==> src/rtl/ab_req_data_merge_if.sv <==
`default_nettype none
// ============================================================================
// Module      : ab_req_data_merge_if
// Description : Bundle of the channel A request, channel B data and merged
//               output signals of the A/B request-data merger.
//               slave  - merger view (requests/data in, beats out)
//               master - driver/consumer view (the opposite directions)
// Ports       : Valid_Addr/Address/Length/Addr_Ready       channel A request
//               Valid_Data/Data/Data_Ready                  channel B data
//               Out_Valid/Out_Ready/Out_Addr/Out_Data/Out_Last  beat stream
//               Err_Orphan, Pending_Count                   status
// Revision    : 1.0 - initial release
// ============================================================================
interface ab_req_data_merge_if #(
    parameter int ADDR_W = 12,
    parameter int LEN_W  = 4,
    parameter int DATA_W = 24,
    parameter int DEPTH  = 4
);
    localparam int CNT_W = $clog2(DEPTH + 1);

    logic              Valid_Addr;
    logic [ADDR_W-1:0] Address;
    logic [LEN_W-1:0]  Length;
    logic              Addr_Ready;
    logic              Valid_Data;
    logic [DATA_W-1:0] Data;
    logic              Data_Ready;
    logic              Out_Valid;
    logic              Out_Ready;
    logic [ADDR_W-1:0] Out_Addr;
    logic [DATA_W-1:0] Out_Data;
    logic              Out_Last;
    logic              Err_Orphan;
    logic [CNT_W-1:0]  Pending_Count;

    modport slave (
        input  Valid_Addr, Address, Length, Valid_Data, Data, Out_Ready,
        output Addr_Ready, Data_Ready, Out_Valid, Out_Addr, Out_Data,
               Out_Last, Err_Orphan, Pending_Count
    );

    modport master (
        output Valid_Addr, Address, Length, Valid_Data, Data, Out_Ready,
        input  Addr_Ready, Data_Ready, Out_Valid, Out_Addr, Out_Data,
               Out_Last, Err_Orphan, Pending_Count
    );
endinterface
`default_nettype wire

==> src/rtl/ab_req_data_merge.sv <==
`default_nettype none
// ============================================================================
// Module      : ab_req_data_merge
// Description : Queues channel A burst requests {Address, Length} in a small
//               FIFO and pairs the head request with Length+1 channel B data
//               beats, producing a per-beat stream carrying the beat address
//               (base + beat index, wrapping) and a last-beat marker.
//               Data arriving with no queued request is dropped and flagged.
// Ports       : clk  - clock, all state on rising edge
//               rst  - synchronous active-high reset
//               bus  - ab_req_data_merge_if.slave (request, data, output
//                      stream, Err_Orphan pulse, Pending_Count occupancy)
// Revision    : 1.0 - initial release
// ============================================================================
module ab_req_data_merge #(
    parameter int ADDR_W = 12,
    parameter int LEN_W  = 4,
    parameter int DATA_W = 24,
    parameter int DEPTH  = 4
) (
    input  wire logic           clk,
    input  wire logic           rst,
    ab_req_data_merge_if.slave  bus
);
    localparam int PTR_W = $clog2(DEPTH);
    localparam int CNT_W = $clog2(DEPTH + 1);

    // Request FIFO storage (no reset needed: only read when count != 0)
    logic [ADDR_W-1:0] addr_mem_q [DEPTH];
    logic [LEN_W-1:0]  len_mem_q  [DEPTH];

    logic [PTR_W-1:0]  wr_ptr_q, wr_ptr_d;
    logic [PTR_W-1:0]  rd_ptr_q, rd_ptr_d;
    logic [CNT_W-1:0]  count_q, count_d;
    logic [LEN_W-1:0]  beat_cnt_q, beat_cnt_d;

    logic              out_valid_q, out_valid_d;
    logic [ADDR_W-1:0] out_addr_q, out_addr_d;
    logic [DATA_W-1:0] out_data_q, out_data_d;
    logic              out_last_q, out_last_d;
    logic              err_orphan_q, err_orphan_d;

    logic              w_full;
    logic              w_empty;
    logic              w_addr_ready;
    logic              w_data_ready;
    logic              w_push;
    logic              w_data_acc;
    logic              w_is_last;
    logic              w_pop;
    logic [ADDR_W-1:0] w_head_addr;
    logic [LEN_W-1:0]  w_head_len;
    logic [ADDR_W-1:0] w_beat_off;

    assign w_full  = (count_q == CNT_W'(DEPTH));
    assign w_empty = (count_q == '0);

    // Readiness is suppressed during reset; full does not anticipate a pop.
    assign w_addr_ready = !rst && !w_full;
    assign w_data_ready = !rst && !w_empty && (!out_valid_q || bus.Out_Ready);

    assign w_push     = bus.Valid_Addr && w_addr_ready;
    assign w_data_acc = bus.Valid_Data && w_data_ready;

    assign w_head_addr = addr_mem_q[rd_ptr_q];
    assign w_head_len  = len_mem_q[rd_ptr_q];
    assign w_beat_off  = ADDR_W'(beat_cnt_q);
    assign w_is_last   = (beat_cnt_q == w_head_len);
    assign w_pop       = w_data_acc && w_is_last;

    always_comb begin
        wr_ptr_d     = wr_ptr_q;
        rd_ptr_d     = rd_ptr_q;
        count_d      = count_q;
        beat_cnt_d   = beat_cnt_q;
        out_valid_d  = out_valid_q;
        out_addr_d   = out_addr_q;
        out_data_d   = out_data_q;
        out_last_d   = out_last_q;
        // The check uses the registered count, so a request pushed in the
        // same cycle does not rescue the beat.
        err_orphan_d = bus.Valid_Data && w_empty;

        if (w_push) begin
            wr_ptr_d = wr_ptr_q + PTR_W'(1);
        end
        if (w_pop) begin
            rd_ptr_d = rd_ptr_q + PTR_W'(1);
        end
        if (w_push && !w_pop) begin
            count_d = count_q + CNT_W'(1);
        end else if (!w_push && w_pop) begin
            count_d = count_q - CNT_W'(1);
        end

        if (w_data_acc) begin
            out_valid_d = 1'b1;
            out_data_d  = bus.Data;
            out_addr_d  = w_head_addr + w_beat_off;   // wraps modulo 2^ADDR_W
            out_last_d  = w_is_last;
            beat_cnt_d  = w_is_last ? '0 : beat_cnt_q + LEN_W'(1);
        end else if (bus.Out_Ready) begin
            out_valid_d = 1'b0;
        end
    end

    always_ff @(posedge clk) begin
        if (rst) begin
            wr_ptr_q     <= '0;
            rd_ptr_q     <= '0;
            count_q      <= '0;
            beat_cnt_q   <= '0;
            out_valid_q  <= 1'b0;
            out_addr_q   <= '0;
            out_data_q   <= '0;
            out_last_q   <= 1'b0;
            err_orphan_q <= 1'b0;
        end else begin
            wr_ptr_q     <= wr_ptr_d;
            rd_ptr_q     <= rd_ptr_d;
            count_q      <= count_d;
            beat_cnt_q   <= beat_cnt_d;
            out_valid_q  <= out_valid_d;
            out_addr_q   <= out_addr_d;
            out_data_q   <= out_data_d;
            out_last_q   <= out_last_d;
            err_orphan_q <= err_orphan_d;
        end
    end

    always_ff @(posedge clk) begin
        if (w_push) begin
            addr_mem_q[wr_ptr_q] <= bus.Address;
            len_mem_q[wr_ptr_q]  <= bus.Length;
        end
    end

    assign bus.Addr_Ready    = w_addr_ready;
    assign bus.Data_Ready    = w_data_ready;
    assign bus.Out_Valid     = out_valid_q;
    assign bus.Out_Addr      = out_addr_q;
    assign bus.Out_Data      = out_data_q;
    assign bus.Out_Last      = out_last_q;
    assign bus.Err_Orphan    = err_orphan_q;
    assign bus.Pending_Count = count_q;
endmodule
`default_nettype wire

==> src/flat_wrapper.sv <==
// flat-port wrapper written by rule: the top's interface ports become plain ports
module ab_req_data_merge_flat 
#(
    parameter int ADDR_W = 12,
    parameter int LEN_W  = 4,
    parameter int DATA_W = 24,
    parameter int DEPTH  = 4
)
  (clk, rst, bus_Valid_Addr, bus_Address, bus_Length, bus_Valid_Data, bus_Data, bus_Out_Ready, bus_Addr_Ready, bus_Data_Ready, bus_Out_Valid, bus_Out_Addr, bus_Out_Data, bus_Out_Last, bus_Err_Orphan, bus_Pending_Count);
  ab_req_data_merge_if #(.ADDR_W(ADDR_W), .LEN_W(LEN_W), .DATA_W(DATA_W), .DEPTH(DEPTH)) bus_i ();
  input  wire logic clk;
  input  wire logic rst;
  input wire logic [$bits(bus_i.Valid_Addr)-1:0] bus_Valid_Addr;
  input wire logic [$bits(bus_i.Address)-1:0] bus_Address;
  input wire logic [$bits(bus_i.Length)-1:0] bus_Length;
  input wire logic [$bits(bus_i.Valid_Data)-1:0] bus_Valid_Data;
  input wire logic [$bits(bus_i.Data)-1:0] bus_Data;
  input wire logic [$bits(bus_i.Out_Ready)-1:0] bus_Out_Ready;
  output wire logic [$bits(bus_i.Addr_Ready)-1:0] bus_Addr_Ready;
  output wire logic [$bits(bus_i.Data_Ready)-1:0] bus_Data_Ready;
  output wire logic [$bits(bus_i.Out_Valid)-1:0] bus_Out_Valid;
  output wire logic [$bits(bus_i.Out_Addr)-1:0] bus_Out_Addr;
  output wire logic [$bits(bus_i.Out_Data)-1:0] bus_Out_Data;
  output wire logic [$bits(bus_i.Out_Last)-1:0] bus_Out_Last;
  output wire logic [$bits(bus_i.Err_Orphan)-1:0] bus_Err_Orphan;
  output wire logic [$bits(bus_i.Pending_Count)-1:0] bus_Pending_Count;
  assign bus_i.Valid_Addr = bus_Valid_Addr;
  assign bus_i.Address = bus_Address;
  assign bus_i.Length = bus_Length;
  assign bus_i.Valid_Data = bus_Valid_Data;
  assign bus_i.Data = bus_Data;
  assign bus_i.Out_Ready = bus_Out_Ready;
  assign bus_Addr_Ready = bus_i.Addr_Ready;
  assign bus_Data_Ready = bus_i.Data_Ready;
  assign bus_Out_Valid = bus_i.Out_Valid;
  assign bus_Out_Addr = bus_i.Out_Addr;
  assign bus_Out_Data = bus_i.Out_Data;
  assign bus_Out_Last = bus_i.Out_Last;
  assign bus_Err_Orphan = bus_i.Err_Orphan;
  assign bus_Pending_Count = bus_i.Pending_Count;
  ab_req_data_merge #(.ADDR_W(ADDR_W), .LEN_W(LEN_W), .DATA_W(DATA_W), .DEPTH(DEPTH)) u_core (.clk(clk), .rst(rst), .bus(bus_i));
endmodule
==> config.mk <==
export PLATFORM = sky130hd
export DESIGN_NAME = ab_req_data_merge_flat
export DESIGN_NICKNAME = d
export VERILOG_FILES = /design/src/rtl/ab_req_data_merge_if.sv /design/src/rtl/ab_req_data_merge.sv /design/src/flat_wrapper.sv
export SDC_FILE = /design/constraint.sdc
export NUM_CORES = 1
export LEC_CHECK = 0
export ABC_AREA = 1
export CORE_MARGIN = 4
export CORE_UTILIZATION = 54
export CTS_BUF_LIST = sky130_fd_sc_hd__clkbuf_8
export DETAILED_ROUTE_END_ITERATION = 10
export PLACE_DENSITY = 0.89
export SLEW_MARGIN = 5
export SYNTH_ARGS = -nofsm -noshare
export SYNTH_HDL_FRONTEND = slang
export SYNTH_SLANG_ARGS = --single-unit
==> constraint.sdc <==
create_clock -name clk -period 3.26 [get_ports clk]
set_input_delay 0.652 -clock clk [delete_from_list [all_inputs] [get_ports clk]]
set_output_delay 0.652 -clock clk [all_outputs]
set_load 0.005 [all_outputs]
== Yosys cells after proc, flatten, opt, wreduce, memory -nomap -nowiden ==
Memories as Yosys holds them, arrays and structs flattened. A register that Yosys moved wholly into a read port is not among the register bits.
Index checks and enable logic that the tools add are counted.

* $add $sub $neg: 6
* Multiply operators: 0
* Div/mod/pow operators: 0
* Magnitude comparators: 0
* Equality and inequality tests: 2
* Shift-type cells: 0
* Multiplexer cells: 11
* Bitwise operators: 0
* Reductions and logical operators: 19

{| class="wikitable"
|+ Operators by type and width
! kind !! count
|-
| 12-bit by 4-bit adder with 12-bit output || 1
|-
| 1-bit logical AND || 9
|-
| 2-bit two-way mux || 4
|-
| 1-bit zero test || 6
|-
| 3-bit two-way mux || 2
|-
| 2-bit by 1-bit adder with 2-bit output (second input constant) || 2
|-
| 4-bit by 1-bit adder with 4-bit output (second input constant) || 1
|-
| 4-bit == test || 1
|-
| 1-bit two-way mux || 4
|-
| 4-bit two-way mux || 1
|-
| 2-bit nonzero test || 2
|-
| 3-bit by 1-bit adder with 3-bit output (second input constant) || 1
|-
| 3-bit == test (second input constant) || 1
|-
| 3-bit zero test || 1
|-
| 3-bit by 1-bit subtractor with 3-bit output (second input constant) || 1
|-
| 1-bit logical OR || 1
|}

* Register bits: 50
* Latch bits: 0
* Bits in writable memories: 64
* Memory bits (read-only): 0
* Bits of input ports: 45
* Output and inout bits: 44
* Logic and storage cells: 49
* Memories: 2

{| class="wikitable"
|+ Memory list
! memory !! words !! width !! read ports !! clocked after Yosys merged registers in !! write ports !! RTL line !! source
|-
| u_core.addr_mem_q || 4 || 12 || 1 || 1 || 1 || ab_req_data_merge.sv:29 || <nowiki>logic [ADDR_W-1:0] addr_mem_q [DEPTH];</nowiki>
|-
| u_core.len_mem_q || 4 || 4 || 1 || 1 || 1 || ab_req_data_merge.sv:30 || <nowiki>logic [LEN_W-1:0] len_mem_q [DEPTH];</nowiki>
|}

== Logic depth before layout (Yosys ltp) ==
Gate-level depths: netlist of run 1.

* Depth in word-level cells: 9
* Mapped depth: 16
* Mapped depth without buffers: 15

== Least setup slack after synthesis of run 1 ==
OpenSTA, ideal clock, no wires.

* Path type: input -> register
* Start: input rst
* End: register u_core.count_q[1] (netlist: u_core.bus.Pending_Count[1])
* Setup time: 120 ps
* Data arrival time: 2269 ps
* Data required time: 3140 ps
* Setup slack: 871 ps
* Stages: 12
* Path buffers: 1
* Cell sequence: buf_2 -> a21oi_1 -> nand2_1 -> nor2_1 -> nand2_1 -> nor2_2 -> nand3_2 -> ha_1 -> inv_1 -> fa_1 -> o21ai_0 -> a21oi_1

* Word-level cells in the longest chain between the ends: 8
* Elaborated cells between the ends (all ways): 13
* Those cells by class: mux (1); reduce/logical (12)

{| class="wikitable"
|+ Ends and longest elaborated chain
! item !! RTL line !! source
|-
| start: declaration || flat_wrapper.sv:12 || <nowiki>input wire logic rst;</nowiki>
|-
| 1-bit zero test * || ab_req_data_merge.sv:59, ab_req_data_merge.sv:60 ||
|-
| 1-bit logical AND (2 in a row) || ab_req_data_merge.sv:60 || <nowiki>assign w_data_ready = !rst && !w_empty && (!out_valid_q || bus.Out_Ready);</nowiki>
|-
| 1-bit logical AND || ab_req_data_merge.sv:63 || <nowiki>assign w_data_acc = bus.Valid_Data && w_data_ready;</nowiki>
|-
| 1-bit logical AND || ab_req_data_merge.sv:69 || <nowiki>assign w_pop = w_data_acc && w_is_last;</nowiki>
|-
| 1-bit zero test || ab_req_data_merge.sv:90 || <nowiki>if (w_push && !w_pop) begin</nowiki>
|-
| 1-bit logical AND * || ab_req_data_merge.sv:90 ||
|-
| 3-bit two-way mux * || ab_req_data_merge.sv:90 ||
|-
| net u_core.count_d[1] || ab_req_data_merge.sv:34 || <nowiki>logic [CNT_W-1:0] count_q, count_d;</nowiki>
|-
| end signal: assignment || ab_req_data_merge.sv:121 || <nowiki>count_q <= count_d;</nowiki>
|-
| end: declaration || ab_req_data_merge.sv:34 ||
|}

The timed path passes the listed nets; every way through them passes the cells marked *.
A chain may end at the register's enable or synchronous reset.

== Worst setup path after layout of run 1 ==
* Start: input rst
* End: output bus_Addr_Ready

* Word-level cells in the longest chain between the ends: 2

{| class="wikitable"
|+ Ends and longest elaborated chain
! item !! RTL line !! source
|-
| 1-bit zero test || ab_req_data_merge.sv:59 || <nowiki>assign w_addr_ready = !rst && !w_full;</nowiki>
|-
| 1-bit logical AND || ab_req_data_merge.sv:59 ||
|-
| end: declaration || flat_wrapper.sv:19 || <nowiki>output wire logic [$bits(bus_i.Addr_Ready)-1:0] bus_Addr_Ready;</nowiki>
|}

No other way between the ends.

==> results by group, run 1 <==
Run status
  – Run status: finished clean

STA
  – Final Hold Fails: 0
  – Final setup violating endpoints: 0
  – Slew @ Worst Pin: between 600 and 700 ps
  – Unrepaired setup endpoints after global routing: false
  – PnR worst setup slack: 543 ps
  – Worst Skew: between 10 and 15 ps
  – Slew margin rel.: 59.8%
  – Fmax: around 0.37 GHz
  – Final period utilization: a little over four fifths
  – Post-route minimum period: 2720 ps
  – Max-slew violation count: 0
  – Sum Neg Setup Slack: 0 ps

Pwr
  – Combinational share of power: between 10% and 20%
  – Pwr Density: ~540 nW/um^2
  – Switch Pwr: 809 uW
  – Clock power share: 41.0%
  – Sequential share of power: 48.9%
  – Switching share of power: 24.2%
  – Final Power: 3340 uW
  – Max IR drop VDD: 0.313 mV
  – Leakage Power: 0.00246 uW
  – Internal power: 2540 uW

Placement
  – Worst slack at placement: 303 ps
  – Post-DP Area: ~5800 um^2
  – Post-Place Cells: roughly 690
  – Post-DP HPWL: around 7500 um
  – Gpl congestion: roughly 0.8
  – PortBufs: 88

Synth
  – Yosys warns: 0
  – Mapped Avg Cell Area: 9.65 um^2
  – Register area share after synthesis: 61.2%
  – Synth Instances: approximately 500
  – Top cells by area, synth: edfxtp_1 (40%), dfxtp_1 (21%), nand2_1 (7.4%)
  – Dominant cell type by area after synthesis: edfxtp_1
  – Mapped Nets: about 560
  – Flops & latches, synth: 116
  – Top cell type's share of synthesized area: 39.7%
  – Unique masters post-synth: 34
  – Cell Area, Synth: 4840 um^2

Setup path
  – Worst-path cell chain: clkdlybuf4s50_1 > buf_4 > a31oi_1 > clkdlybuf4s50_1
  – Crit-path most repeated cell: clkdlybuf4s50_1
  – Worst EP required: 2610 ps
  – CP Capture Type: primary output
  – CP Launch Type: input pin
  – Kind of critical path: in2out
  – Max stage delay on crit path: approximately 600 ps
  – Slowest cell on the critical path: clkdlybuf4s50_1
  – WP data arrival: 2060 ps
  – Critical Path Start: rst
  – CP max FO: 9
  – Worst reg2reg setup slack: 660 ps

Worst hold path
  – Worst hold path class: reg2reg
  – Worst hold start: u_core.bus.Out_Last

Cells and area
  – Area growth from synthesis to layout: 28.4%
  – Non-Filler Instances: 717
  – Nets: about 650
  – Share of layout cells above drive strength 1: 9.20%
  – # fillers: 586
  – Antenna diodes: 0
  – Design area: 6220 um^2

CTS
  – Reg clk slew, reported paths: 70 ps
  – CTS tree: done
  – CTS resizes: 0
  – CTS root buf: clkbuf_8
  – H-tree Lvls: 4
  – Clock Path Buffers: 2
  – TritonCTS Buffers: 17
  – Setup bufs post-CTS: 0
  – Worst skew pair latency: 440 ps
  – Hold-fix buffers at CTS: 0
  – TritonCTS Sinks: 116

Die
  – Ports: 89
  – Row Count: 34
  – Initial Utilization: 55.5%
  – Die W: 103 um
  – Full die area: 10500 um^2
  – Core Region: 8720 um^2
  – Die height: between 100 and 150 um

Routing
  – Met2 WL: 5890 um
  – Met1 wire length: 4400 um
  – Total wire length: 11600 um
  – Via count of the routed design: ~4k
  – WL per Instance: about 16 um
  – Max layer used: met4
  – Length of routed met3 wiring: 1040 um
  – Vias/cell: roughly 5.5
  – Post-route ant nets: 0
  – Drt drc: 0
  – Initial DRC Count: 288
  – First-pass DRT Iterations: 5

Global routing
  – Total gr overflow: 0
  – GRT Total Usage: 22.4%
  – Largest net degree at the start of global routing: 47
  – Global-route wire length before repair: between 15000 and 20000 um
  – Initial antenna violation count: 0
  – Vias in the first global route: 3751

Job
  – Max cap viols: 0
-- per-layer routing --
metal | GRT usage (%) | vias to the layer above
met5 | 0 | -
met3 | 5.62 | 29
met4 | 9.49 | 0
met1 | 26.0 | 1847
li1 | - | 1872
met2 | 39.2 | 169
-- stage by stage --
stage	utilization, %	hold slack [ps]
CTS	71.3	470
global route	71.3	484
floorplan	-	456
detailed placement	66.5	455
global placement	66.5	448
finish	71.3	471
-- cells in the final DEF, fill, tap and decap left out, drive strengths merged --
| master | count |
|---|---|
| nand2 | 98 |
| clkdlybuf4s50 | 88 |
| nor2 | 84 |
| edfxtp | 64 |
| dfxtp | 52 |
| o21ai | 49 |
| nand3 | 43 |
| inv | 36 |
| a21oi | 17 |
| clkbuf | 17 |
| ha | 10 |
| buf | 9 |
| clkinv | 7 |
| xor2 | 5 |
| o22ai | 4 |
| o21a | 4 |
| nand4 | 3 |
| bufinv | 3 |
| clkinvlp | 3 |
| o21bai | 2 |
| fa | 2 |
| or2 | 2 |
| a31oi | 1 |
| nand3b | 1 |
| and2 | 1 |
| o22a | 1 |
| nor3 | 1 |
| o211ai | 1 |
| xnor2 | 1 |
-- synth_stat cells (all sizes together) --
cell	count
and2	1
edfxtp	64
a31oi	1
xor2	5
nor2	84
clkbuf	4
o22ai	4
o22a	1
nand3b	1
o21a	4
a21oi	17
nand3	43
nand4	3
o21bai	2
nor3	1
inv	34
fa	2
o21ai	49
o211ai	1
ha	10
xnor2	1
dfxtp	52
or2	2
buf	18
nand2	98
-- worst max-delay path: cells and delay by family --
family | cells | cell delay [ps]
buf+inv | 3 | 1190
compound gates | 1 | 220
-- final timing paths --
path	cells past startpoint	to
min	2	u_core.bus.Out_Last
max reg2reg	14	u_core.bus.Pending_Count[2]
min reg2reg	2	u_core.bus.Out_Last
max	4	bus_Addr_Ready
-- state kept, by name, summed over array words and instances (netlist names), named ones only --
signal and cells:
u_core.bus.Err_Orphan 1, u_core.wr_ptr_q 2, u_core.bus.Pending_Count 3, u_core.bus.Out_Last 1, u_core.len_mem_q 16, u_core.addr_mem_q 48, u_core.bus.Out_Data 24, u_core.beat_cnt_q 4
u_core.bus.Out_Valid 1, u_core.bus.Out_Addr 12, u_core.rd_ptr_q 2
-- kinds of logic after synthesis --
group	share of synthesized area, %
XOR/XNOR	1.09
flip-flops	61.2
adder cells (fa/ha/maj)	3.41
AO/OA/AOI/OAI	8.73
buffers and inverters	5.27
AND/OR/NAND/NOR	20.3
-- cell type report --
cell class	instances	area, um^2	share of cell area, %
Timing Repair Buffer	97	948	15.3
Multi-Input combinational cell	330	1630	26.2
Sequential cell	116	2960	47.7
Inverter	34	128	2.05
Clock inverter	15	183	2.94
Clock buffer	17	234	3.76
Tap cell	108	135	2.17
-- power groups by stage --
stage | Sequential, uW | Clock [uW] | Combinational, uW
2_1_floorplan | 1670 | 0 | 143
3_3_place_gp | 1660 | 0 | 318
3_5_place_dp | 1670 | 0 | 332
4_1_cts | 1640 | 1380 | 338
5_1_grt | 1640 | 1450 | 371
6_report | 1640 | 1370 | 337
Note: power is estimated with default switching activity, not from simulation.
==> run 2: changes to the inputs <==
==> constraint.sdc (replaced) <==
create_clock -name clk -period 2.5 [get_ports clk]
set_input_delay 0.5 -clock clk [delete_from_list [all_inputs] [get_ports clk]]
set_output_delay 0.5 -clock clk [all_outputs]
set_load 0.005 [all_outputs]
==> run 2 against run 1 <==
Clock power up 32%. Via count up 1.3%. Largest power group unchanged. Critical path type unchanged. Final area up 3.0%. Power up 32%. Highest routed layer unchanged. Global-route usage down 0.84 points. Non-clock buffer count up 12.
==> results by group, run 2 (synthesis gave the netlist of run 1 again) <==
Run status
  – Run status: finished clean

STA
  – Post-route minimum period: 2410 ps
  – Unrepaired setup endpoints after global routing: false
  – Final setup violating endpoints: 0
  – Max-slew violation count: 0
  – Worst Skew: 9.67 ps
  – PnR worst setup slack: 94.3 ps
  – Final period utilization: 96.2%
  – Slew margin rel.: between 60 and 70%
  – Final Hold Fails: 0
  – Fmax: 0.416 GHz
  – Slew @ Worst Pin: between 500 and 600 ps

Cells and area
  – Max FFs per register: 48
  – Most frequent cells in the layout: nand2_1 (96), clkdlybuf4s50_1 (88), nor2_1 (79)
  – Register bank with the most flops: u_core.addr_mem_q
  – Nets: 665
  – Area growth from synthesis to layout: 32.2%
  – Design area: between 6000 and 7000 um^2
  – Antenna diodes: 0
  – Most common cell after layout, fill and taps aside: nand2_1
  – # fillers: 578
  – Share of layout cells above drive strength 1: between 10% and 20%

Placement
  – Worst slack at placement: -180 ps
  – Post-DP Area: 5950 um^2
  – Gpl congestion: 0.813
  – PortBufs: 88
  – Post-DP HPWL: roughly 7400 um

Setup path
  – Worst-path cell chain: clkdlybuf4s50_1 > inv_1 > a21oi_1 > nand2_1 > buf_4 > inv_1 > clkdlybuf4s50_1
  – CP max FO: 2
  – WP data arrival: 1910 ps
  – Worst EP required: 2000 ps
  – Kind of critical path: in2out
  – Max stage delay on crit path: 500 ps
  – Critical Path Start: bus_Out_Ready
  – CP Capture Type: primary output
  – CP Launch Type: input pin
  – Slowest cell on the critical path: clkdlybuf4s50_1

CTS
  – Setup bufs post-CTS: 0
  – TritonCTS Buffers: 17
  – CTS root buf: clkbuf_8
  – Clock Path Buffers: 2
  – Worst skew pair latency: 430 ps
  – Reg clk slew, reported paths: roughly 70 ps
  – TritonCTS Sinks: 116
  – H-tree Lvls: 4
  – Hold-fix buffers at CTS: 0
  – CTS tree: done

Global routing
  – M3 GR Usage: 6.29%
  – Global-route wire length before repair: 17300 um
  – Initial antenna violation count: 0
  – Largest net degree at the start of global routing: 47
  – Vias in the first global route: 3760
  – GR Layer Usage met1: between 20% and 30%
  – GR Util met2: a little under two fifths
  – GR peak layer: met2
  – GRT Total Usage: between 20% and 30%
  – Total gr overflow: 0

Routing
  – Post-route ant nets: 0
  – Initial DRC Count: 181
  – Drt drc: 0
  – Via count of the routed design: 3969
  – Total wire length: 11200 um
  – First-pass DRT Iterations: 5
  – WL per Instance: 15.4 um
  – Vias/cell: 5.44

Die
  – Die height: 103 um
  – Initial Utilization: a little under three fifths
  – Core Region: between 8000 and 9000 um^2
  – Ports: 89
  – Row Count: 34
  – Die W: approximately 100 um
  – Full die area: 10500 um^2

Job
  – Max cap viols: 0

Pwr
  – Sequential share of power: 48.4%
  – Pwr Density: 688 nW/um^2
  – Clock power share: ~41%
  – Switching share of power: between 20% and 30%
  – Max IR drop VDD: 0.501 mV
  – Internal power: around 3300 uW
  – Combinational share of power: around a tenth
  – Switch Pwr: between 1000 and 1500 uW
  – Leakage Power: 0.00254 uW

Worst hold path
  – Worst hold start: u_core.bus.Out_Addr[2]
  – Worst hold path class: reg2reg
==> run 2: cell types whose count changed in the layout (fill, tap and decap cells not counted), sizes merged <==
cell | previous run | this run
clkinvlp | 3 | 2
buf | 9 | 21
bufinv | 3 | 2
inv | 36 | 44
clkinv | 7 | 1
==> run 2: timing repair <==
| item | in CTS | in global routing |
|---|---|---|
| setup endpoints to repair | 1 | 5 |
| pin swaps | 0 | 0 |
| gates resized for setup | 4 | 7 |
==> run 2: stage by stage <==
stage	setup TNS (ps)	hold WS (ps)	utilization, %	power, uW	instances
5_1_grt	0	496	73.4	4590	729
2_1_floorplan	0	456	-	2360	502
4_1_cts	0	472	73.2	4420	729
3_3_place_gp	-102	451	68.3	2610	697
6_report	0	476	73.4	4400	729
3_5_place_dp	-349	460	68.3	2630	697
==> run 2: worst paths after layout <==
kind | slack (ps) | depth (start not counted) | endpoint
setup / recovery | 90 | 7 | bus_Data_Ready
hold / removal | 480 | 2 | u_core.bus.Out_Addr[2]
setup reg to reg | 130 | 14 | u_core.bus.Pending_Count[2]
hold reg to reg | 480 | 2 | u_core.bus.Out_Addr[2]
==> run 2: area by class of cell <==
cell class | instances | area, um^2 | area share (%)
inverter | 34 | 133 | 2.07
clock buffer | 17 | 234 | 3.66
tap | 108 | 135 | 2.11
sequential | 116 | 2970 | 46.3
multi-input combinational | 330 | 1640 | 25.6
timing repair buffer | 109 | 1110 | 17.3
clock inverter | 15 | 184 | 2.87
==> run 2: critical path: cells and delay by family <==
kind	cells	cell delay, ps
AO/OA/AOI/OAI	1	110
buffers and inverters	5	1200
AND/OR/NAND/NOR	1	100
==> run 2: routing by layer <==
metal / vias to the layer above / part of all wire [%]
met5: - / 0
met4: 0 / 2.3
met3: 35 / 9.1
met2: 172 / 49
met1: 1869 / 40
li1: 1893 / -
==> run 2: power groups by stage <==
stage	logic [uW]	clock network (uW)	registers, uW
floorplan	186	0	2170
global placement	435	0	2170
detailed placement	452	0	2170
CTS	458	1830	2130
global route	506	1950	2140
finish	460	1810	2130
